--- config.mk ---
export PLATFORM = sky130hd
export DESIGN_NAME = mux_scan_ctrl
export DESIGN_NICKNAME = d
export VERILOG_FILES = /design/src/rtl/mux_scan_pkg.sv /design/src/rtl/mux_scan_ctrl_dwell.sv /design/src/rtl/mux_scan_ctrl.sv
export SDC_FILE = /design/constraint.sdc
export NUM_CORES = 1
export LEC_CHECK = 0
export ABC_CLOCK_PERIOD_IN_PS = 1780
export BUFFER_PORTS_ARGS = -buffer_cell sky130_fd_sc_hd__buf_2
export CAP_MARGIN = 0
export CELL_PAD_IN_SITES_DETAIL_PLACEMENT = 0
export CELL_PAD_IN_SITES_GLOBAL_PLACEMENT = 2
export CORE_MARGIN = 2
export CORE_UTILIZATION = 28
export CTS_CLUSTER_SIZE = 28
export DETAILED_ROUTE_END_ITERATION = 16
export PLACE_DENSITY = 0.79
export SLEW_MARGIN = 20
export SYNTH_ARGS = -nofsm -noshare
export SYNTH_HDL_FRONTEND = slang
export SYNTH_SLANG_ARGS = --single-unit
--- constraint.sdc ---
create_clock -name clk -period 1.78 [get_ports clk]
set_clock_uncertainty 0.15 [all_clocks]
set_input_delay 0.267 -clock clk [delete_from_list [all_inputs] [get_ports clk]]
set_output_delay 0.267 -clock clk [all_outputs]
set_load 0.02 [all_outputs]
--- src/rtl/mux_scan_pkg.sv ---
// Shared types and helpers for the mux scan controller.
// Optional parity output is enabled in mux_scan_ctrl by defining MUX_SCAN_PARITY_EN.
package mux_scan_pkg;

  localparam int unsigned NCH   = 4;
  localparam int unsigned SEL_W = 2;

  typedef enum logic [1:0] {
    IDLE,
    SCAN,
    HOLD
  } scan_state_t;

  typedef struct packed {
    logic             none;
    logic [SEL_W-1:0] ch;
  } next_ch_t;

  // Next enabled channel strictly above cur; none=1 when no higher channel is enabled.
  function automatic next_ch_t next_enabled(input logic [NCH-1:0] mask,
                                            input logic [SEL_W-1:0] cur);
    next_ch_t     r;
    int unsigned  idx;
    r.none = 1'b1;
    r.ch   = cur;
    for (int unsigned i = 0; i < NCH; i++) begin
      idx = NCH - 1 - i;
      if ((idx > 32'(cur)) && mask[idx]) begin
        r.none = 1'b0;
        r.ch   = SEL_W'(idx);
      end
    end
    return r;
  endfunction

  // Lowest enabled channel; none=1 for an all-zero mask.
  function automatic next_ch_t first_enabled(input logic [NCH-1:0] mask);
    next_ch_t r;
    if (mask[0]) begin
      r.none = 1'b0;
      r.ch   = '0;
    end else begin
      r = next_enabled(mask, '0);
    end
    return r;
  endfunction

endpackage

--- src/rtl/mux_scan_ctrl_dwell.sv ---
// Dwell counter for mux_scan_ctrl: counts 0..DWELL-1 while enabled, flags the last cycle.
module scan_dwell_cnt #(
  parameter int unsigned DWELL = 4
) (
  input  logic clk,
  input  logic rst,
  input  logic clr,
  input  logic en,
  output logic last
);

  localparam int unsigned     CW     = (DWELL > 1) ? $clog2(DWELL) : 1;
  localparam logic [CW-1:0]   LAST_V = CW'(DWELL - 1);

  logic [CW-1:0] cnt_q, cnt_d;

  assign last = (cnt_q == LAST_V);

  always_comb begin
    cnt_d = cnt_q;
    if (clr) begin
      cnt_d = '0;
    end else if (en) begin
      cnt_d = last ? '0 : cnt_q + 1'b1;
    end
  end

  always_ff @(posedge clk or posedge rst) begin
    if (rst) begin
      cnt_q <= '0;
    end else begin
      cnt_q <= cnt_d;
    end
  end

endmodule

--- src/rtl/mux_scan_ctrl.sv ---
// Scan controller for a 4:1 mux: sweeps enabled channels, captures mux_out, hands the word off on valid/ready.
// Define MUX_SCAN_PARITY_EN to add the registered sample_par output.
module mux_scan_ctrl
  import mux_scan_pkg::*;
#(
  parameter int unsigned DWELL = 4
) (
  input  logic             clk,
  input  logic             rst,
  input  logic             start,
  input  logic [NCH-1:0]   en_mask,
  input  logic             mux_out,
  output logic [SEL_W-1:0] sel,
  output logic [NCH-1:0]   sample,
  output logic             sample_valid,
  input  logic             sample_ready,
`ifdef MUX_SCAN_PARITY_EN
  output logic             sample_par,
`endif
  output logic             busy
);

  scan_state_t      state_q, state_d;
  logic [NCH-1:0]   mask_q, mask_d;
  logic [SEL_W-1:0] sel_q, sel_d;
  logic [NCH-1:0]   sample_q, sample_d;
  logic             cnt_clr, cnt_en, cnt_last;
  next_ch_t         first_ch, next_ch;

  scan_dwell_cnt #(
    .DWELL(DWELL)
  ) u_dwell (
    .clk  (clk),
    .rst  (rst),
    .clr  (cnt_clr),
    .en   (cnt_en),
    .last (cnt_last)
  );

  assign first_ch = first_enabled(en_mask);
  assign next_ch  = next_enabled(mask_q, sel_q);

  always_comb begin
    state_d  = state_q;
    mask_d   = mask_q;
    sel_d    = sel_q;
    sample_d = sample_q;
    cnt_clr  = 1'b0;
    cnt_en   = 1'b0;
    unique case (state_q)
      IDLE: begin
        cnt_clr = 1'b1;
        sel_d   = '0;
        if (start) begin
          mask_d   = en_mask;
          sample_d = '0;
          // Decide on en_mask directly: it is the value being latched into mask_q this edge.
          if (!first_ch.none) begin
            state_d = SCAN;
            sel_d   = first_ch.ch;
          end else begin
            state_d = HOLD;
          end
        end
      end
      SCAN: begin
        cnt_en = 1'b1;
        if (cnt_last) begin
          sample_d[sel_q] = mux_out;
          if (next_ch.none) begin
            state_d = HOLD;
          end else begin
            sel_d = next_ch.ch;
          end
        end
      end
      HOLD: begin
        if (sample_ready) begin
          state_d = IDLE;
          sel_d   = '0;
        end
      end
      default: begin
        state_d = IDLE;
      end
    endcase
  end

  always_ff @(posedge clk or posedge rst) begin
    if (rst) begin
      state_q  <= IDLE;
      mask_q   <= '0;
      sel_q    <= '0;
      sample_q <= '0;
    end else begin
      state_q  <= state_d;
      mask_q   <= mask_d;
      sel_q    <= sel_d;
      sample_q <= sample_d;
    end
  end

  assign sel          = sel_q;
  assign sample       = sample_q;
  assign sample_valid = (state_q == HOLD);
  assign busy         = (state_q != IDLE);

`ifdef MUX_SCAN_PARITY_EN
  logic par_q;

  always_ff @(posedge clk or posedge rst) begin
    if (rst) begin
      par_q <= 1'b0;
    end else begin
      par_q <= ^sample_d;
    end
  end

  assign sample_par = par_q;
`endif

endmodule
# After elaboration in Yosys (flattened, before gate mapping)
# Cells that the tools add are included.
# word_totals
reg_bits	14
input_bits	9
out_inout_bits	8
elab_cells	62
# classes
add_sub_neg	1
magnitude_cmp	5
n_eq_ne	9
muxes	29
n_reduce_logical	13
# ops
operator	n
two-way mux 2 bit	12
two-way mux 3 bit	7
case mux 2 bit (3 select lines)	2
two-way mux 4 bit	2
case mux 4 bit (2 select lines)	1
!= test 2 bit (second input constant)	3
nonzero test 2 bit	3
AND reduction 5 bit	1
bitwise mux 4 bit	1
== test 2 bit (second input constant)	2
> comparator 2 bit (first input constant)	2
logical AND 1 bit	4
!= test 2 x 1 -> 1 bit (second input constant)	2
!= test 4 bit (second input constant)	1
AND reduction 4 bit	1
< comparator 2 x 3 -> 1 bit (second input constant)	1
two-way mux 1 bit	3
AND reduction 3 bit	1
nonzero test 3 bit	1
adder 2 x 1 -> 2 bit (second input constant)	1
demux 1 bit (select 2 bit)	1
== test 2 x 1 -> 1 bit (second input constant)	1
greater-or-equal comparator 2 x 1 -> 1 bit (second input constant)	1
> comparator 1 x 2 -> 1 bit (first input constant)	1
other kinds (2)	2

# Longest topological paths before layout
# depth
ltp_word	8
ltp_mapped	7
ltp_nobuf	6

# By module
# From an unflattened synthesis, not the netlist that was laid out.
# unflattened
hier_cells	87
hier_area_um2	833.3
# by_module_without_submodules
mod	n_inst	cells_per_inst	area_per_inst_um2	seq_area_each_um2
mux_scan_ctrl	1	78	729.4	275.3
scan_dwell_cnt	1	9	103.8	50.0

# Worst setup path before layout
# No wires, ideal clock.
# synth_timing
path_kind	reg-to-reg
from	reg state_q[1]
to	reg sel_q[1] (netlist: sel[1])
setup_ps	128
t_arrival_ps	1433
required_time_ps	1502
path_slack_ps	70
stages_incl_launch_ff	7
n_path_buf	1
synth_period_minus_slack_ps	1710
path_cell_list	dfrtp_1 > inv_1 > ha_1 > buf_2 > inv_1 > o2111ai_2 > mux2_1
# synth_between
elab_chain_len	3
elab_cells_between_ends	10
cone_classes	eq/ne: 6; mux: 1; reduce/logical: 3
# synth_rtl
element	line_no	source
start, declared	mux_scan_ctrl.sv:23	scan_state_t state_q, state_d;
start signal, assigned	mux_scan_ctrl.sv:96	state_q <= state_d;
== test 2 x 1 -> 1 bit (tied with other cells)	mux_scan_ctrl.sv:50	unique case (state_q)
!= test 4 bit (no source line) (tied with other cells)	-	
AND reduction 5 bit (no source line)	-	
end signal, assigned	mux_scan_ctrl.sv:98	sel_q <= sel_d;
end, declared	mux_scan_ctrl.sv:25	logic [SEL_W-1:0] sel_q, sel_d;
# Several ways; a longest one is shown, not always the timed one.
# A chain may end at the register's enable or synchronous reset.

# Worst setup path after layout
# layout_timing
from	reg state_q[0]
to	reg state_q[0]
# layout_between
elab_chain_len	3
elab_cells_between_ends	9
cone_classes	eq/ne: 6; mux: 1; reduce/logical: 2
# layout_rtl
element	line_no
== test 2 x 1 -> 1 bit (tied with other cells)	mux_scan_ctrl.sv:50
!= test 2 x 1 -> 1 bit (no source line) / != test 2 bit (equally long branches)	-
AND reduction 4 bit (no source line)	-
# Several ways; a longest one is shown, not always the timed one.

==> results.toml <==
[finish]
fillers = 301
drive_gt1_share_pct = 36.4
postLayoutCellArea_sq_um = 1030
fin_nets = 125
area_growth_pct = 31.0
antennaDiodeCount = 0
final_core_util_pct = 38.1

[timing]
slew_viol_final = 0
hold_viol_final = 0
relSlewSlack_pct = 63.8
finalSetupViolCount = 0
finalCritPeriodShare_pct = 96.9
fin_ws_ns = 0.0545
fmax_ghz = 0.580
fin_crit_ns = 1.73
worst_pin_slew_ns = 0.543

[clock_network]
cts_max_path_buffers = 2
clk_pin_slew_ns = 0.08
cts_tree = "done"
cts_root_buf = "clkbuf_4"
clock-sinks = 13
cts_buffers = 3
cts.htree.levels = 1
clkLatencyLatePin_ns = 0.27

[min_path]
worstHoldStart = "mux_out"
hold_path_class = "input pin to flip-flop"

[critical_path]
crit_path_start_kind = "flip-flop"
cp.required_ns = 1.80
crit_fanout = 4
path_buf_inv = 1
cp-end-kind = "flip-flop"
critPathLaunch = "state_q[0]"
reg2reg_from = "state_q[0]"
critical_path_class = "flip-flop to flip-flop"
arrival_ns = 1.74
critPathMaxStageDelay_ns = 0.43
path_delay_family = "flip-flops"
worst_path_max_delay_cell = "dfrtp_2"
crit_path_cell_trace = "inv_2 -> ha_2 -> nand2b_1 -> o211ai_1 -> a21oi_2 -> mux2_4"

[drt]
drt-wirelength-per-cell_microns = 13.2
drt-initial-drc-count = 35
drc = 0
drt-vias-per-instance = 4.99
dr.pass1.iters = 4
wl_microns = 1860
antenna_left = 0
vias = 704

[die]
die_w_microns = 57.1
core-area_sq_um = 2710
fp-row-count = 19
io_pins = 17
die_h_microns = 57.1
dieArea_sq_um = 3260
start_util_pct = 29.1

[synth]
synth.largest_area_cell = "dfrtp_1"
yosys_warnings = 0
ys_ff_latch = 13
yosysSeqAreaShare_pct = 41.3
synth_top_area_share_pct = 41.3
syn_area_per_cell_sq_um = 9.50
synth_area_leaders = "dfrtp_1, ha_1, mux2_1, nand2_1, nand2b_1"
syn_nets = 97
ys_types = 28
netlist_instances = 83
syn-cell-area_sq_um = 788

[placed_design]
portBuffers = 16
hpwl_microns = 1350
gp_congestion = 0.840
placed_area_sq_um = 940
post-place-ws_ns = -0.0120

[pwr]
ir_drop_mv = 0.895
p_leak_nw = 0.493
p_per_area_nw_per_um2 = 1780

[global_routing]
antenna_found_initial = 0
grt_pass1_wl_microns = 3040
grt_max_degree = 14
grt_pass1_vias = 707
grt_overflow = 0
track_usage_pct = 11.9

[outcome]
status = "finished clean"

[job]
maxCapViolCount = 0
-- repair_timing --
action / CTS / global route
hold buffers: 1 / 0
setup buffers: 0 / 2
pin swaps: 0 / 1
endpoints found under the hold margin: 13 / 0
endpoints found under the setup margin: 4 / 6
resized for setup: 2 / 9
-- synthesized netlist by cell type --
cell	instances
mux2_1	5
o2111ai_2	1
o22ai_1	1
nand2_1	9
o32ai_1	1
inv_2	1
o211ai_1	2
nor2_1	8
and3_1	1
a22oi_2	1
nand2b_1	5
nand2b_2	1
nand3_1	2
a22o_1	3
o2111ai_1	1
a2bb2oi_1	1
nor4_1	1
buf_2	1
inv_1	7
a21o_1	1
o21ai_0	1
ha_1	5
or2b_1	1
dfrtp_1	13
o21ai_1	4
mux2_2	1
mux2i_1	1
a21oi_1	4
-- final cells by class --
cell class / instances / area [sq um] / area share [%]
multi-input cells: 61 / 468 / 45.3
flip-flops and latches: 13 / 327 / 31.6
repair buffers: 24 / 143 / 13.8
well taps: 31 / 38.8 / 3.76
inverters: 8 / 30.0 / 2.91
clock buffers: 4 / 26.3 / 2.55
-- state kept, by name, summed over array words and instances (netlist names) --
signal / cells
state_q: 2
mask_q: 3
sample: 4
u_dwell.cnt_q: 2
sel: 2
-- cell families (layout without fill, tap and decap cells) --
| logic type | after synthesis | count (layout) | share of synthesized area (%) |
|---|---|---|---|
| buf+inv | 9 | 36 | 4.44 |
| flops | 13 | 13 | 41.3 |
| mux | 7 | 7 | 9.84 |
| fa+ha+maj | 5 | 5 | 7.94 |
| simple gates | 28 | 28 | 17.0 |
| compound gates | 21 | 21 | 19.5 |
-- worst min-delay path: cells and delay by family --
kind                   cells  cell delay [ns]
buffers and inverters      1             0.11
AND/OR/NAND/NOR            1             0.06
AO/OA/AOI/OAI              1             0.05
-- routing by layer --
layer	up-vias	wire length (microns)	GRT usage [%]
met5	-	0	0
met4	0	13	4.98
met3	2	95	2.49
met2	22	876	18.9
met1	330	876	15.9
li1	350	-	-
-- path summary, 6_finish.rpt --
| kind | to | slack, ns | cells past startpoint |
|---|---|---|---|
| worst max-delay path | state_q[0] | 0.05 | 6 |
| worst min-delay path | sample[0] | 0.1 | 3 |
| worst max register to register | state_q[0] | 0.05 | 6 |
| worst min register to register | sample[0] | 0.38 | 2 |
| max in group asynchronous | state_q[0] | 0.67 | 3 |
| min in group asynchronous | u_dwell.cnt_q[1] | 0.42 | 3 |
-- placed cells by master (no fill, tap or decap), types with 2 or more instances in the layout --
cell | netlist | routed
o21ai_1 | 4 | 4
nand2b_1 | 5 | 5
dfrtp_1 | 13 | 12
a22o_1 | 3 | 3
buf_2 | 1 | 16
nor2_1 | 8 | 8
clkbuf_4 | 0 | 3
mux2_1 | 5 | 4
buf_4 | 0 | 7
o211ai_1 | 2 | 2
ha_4 | 0 | 2
a21oi_1 | 4 | 3
nand2_1 | 9 | 9
inv_1 | 7 | 5
ha_1 | 5 | 2
inv_2 | 1 | 3
-- report_power, final --
part,internal (mW),switching (mW)
Clock,0.0869,0.103
Sequential,0.414,0.112
Combinational,0.538,0.584
-- through the flow --
step | TNS, ns | power, mW | hold slack [ns] | instances
2_1_floorplan | 0 | 1.17 | -0.00604 | 83
5_1_grt | -0.107 | 1.98 | 0.0959 | 141
3_3_place_gp | 0 | 1.45 | 0.180 | 134
6_report | 0 | 1.84 | 0.0969 | 141
4_1_cts | 0 | 1.66 | 0.0875 | 139
3_5_place_dp | -0.0120 | 1.46 | 0.181 | 134
Note: power is estimated with default switching activity, not from simulation.
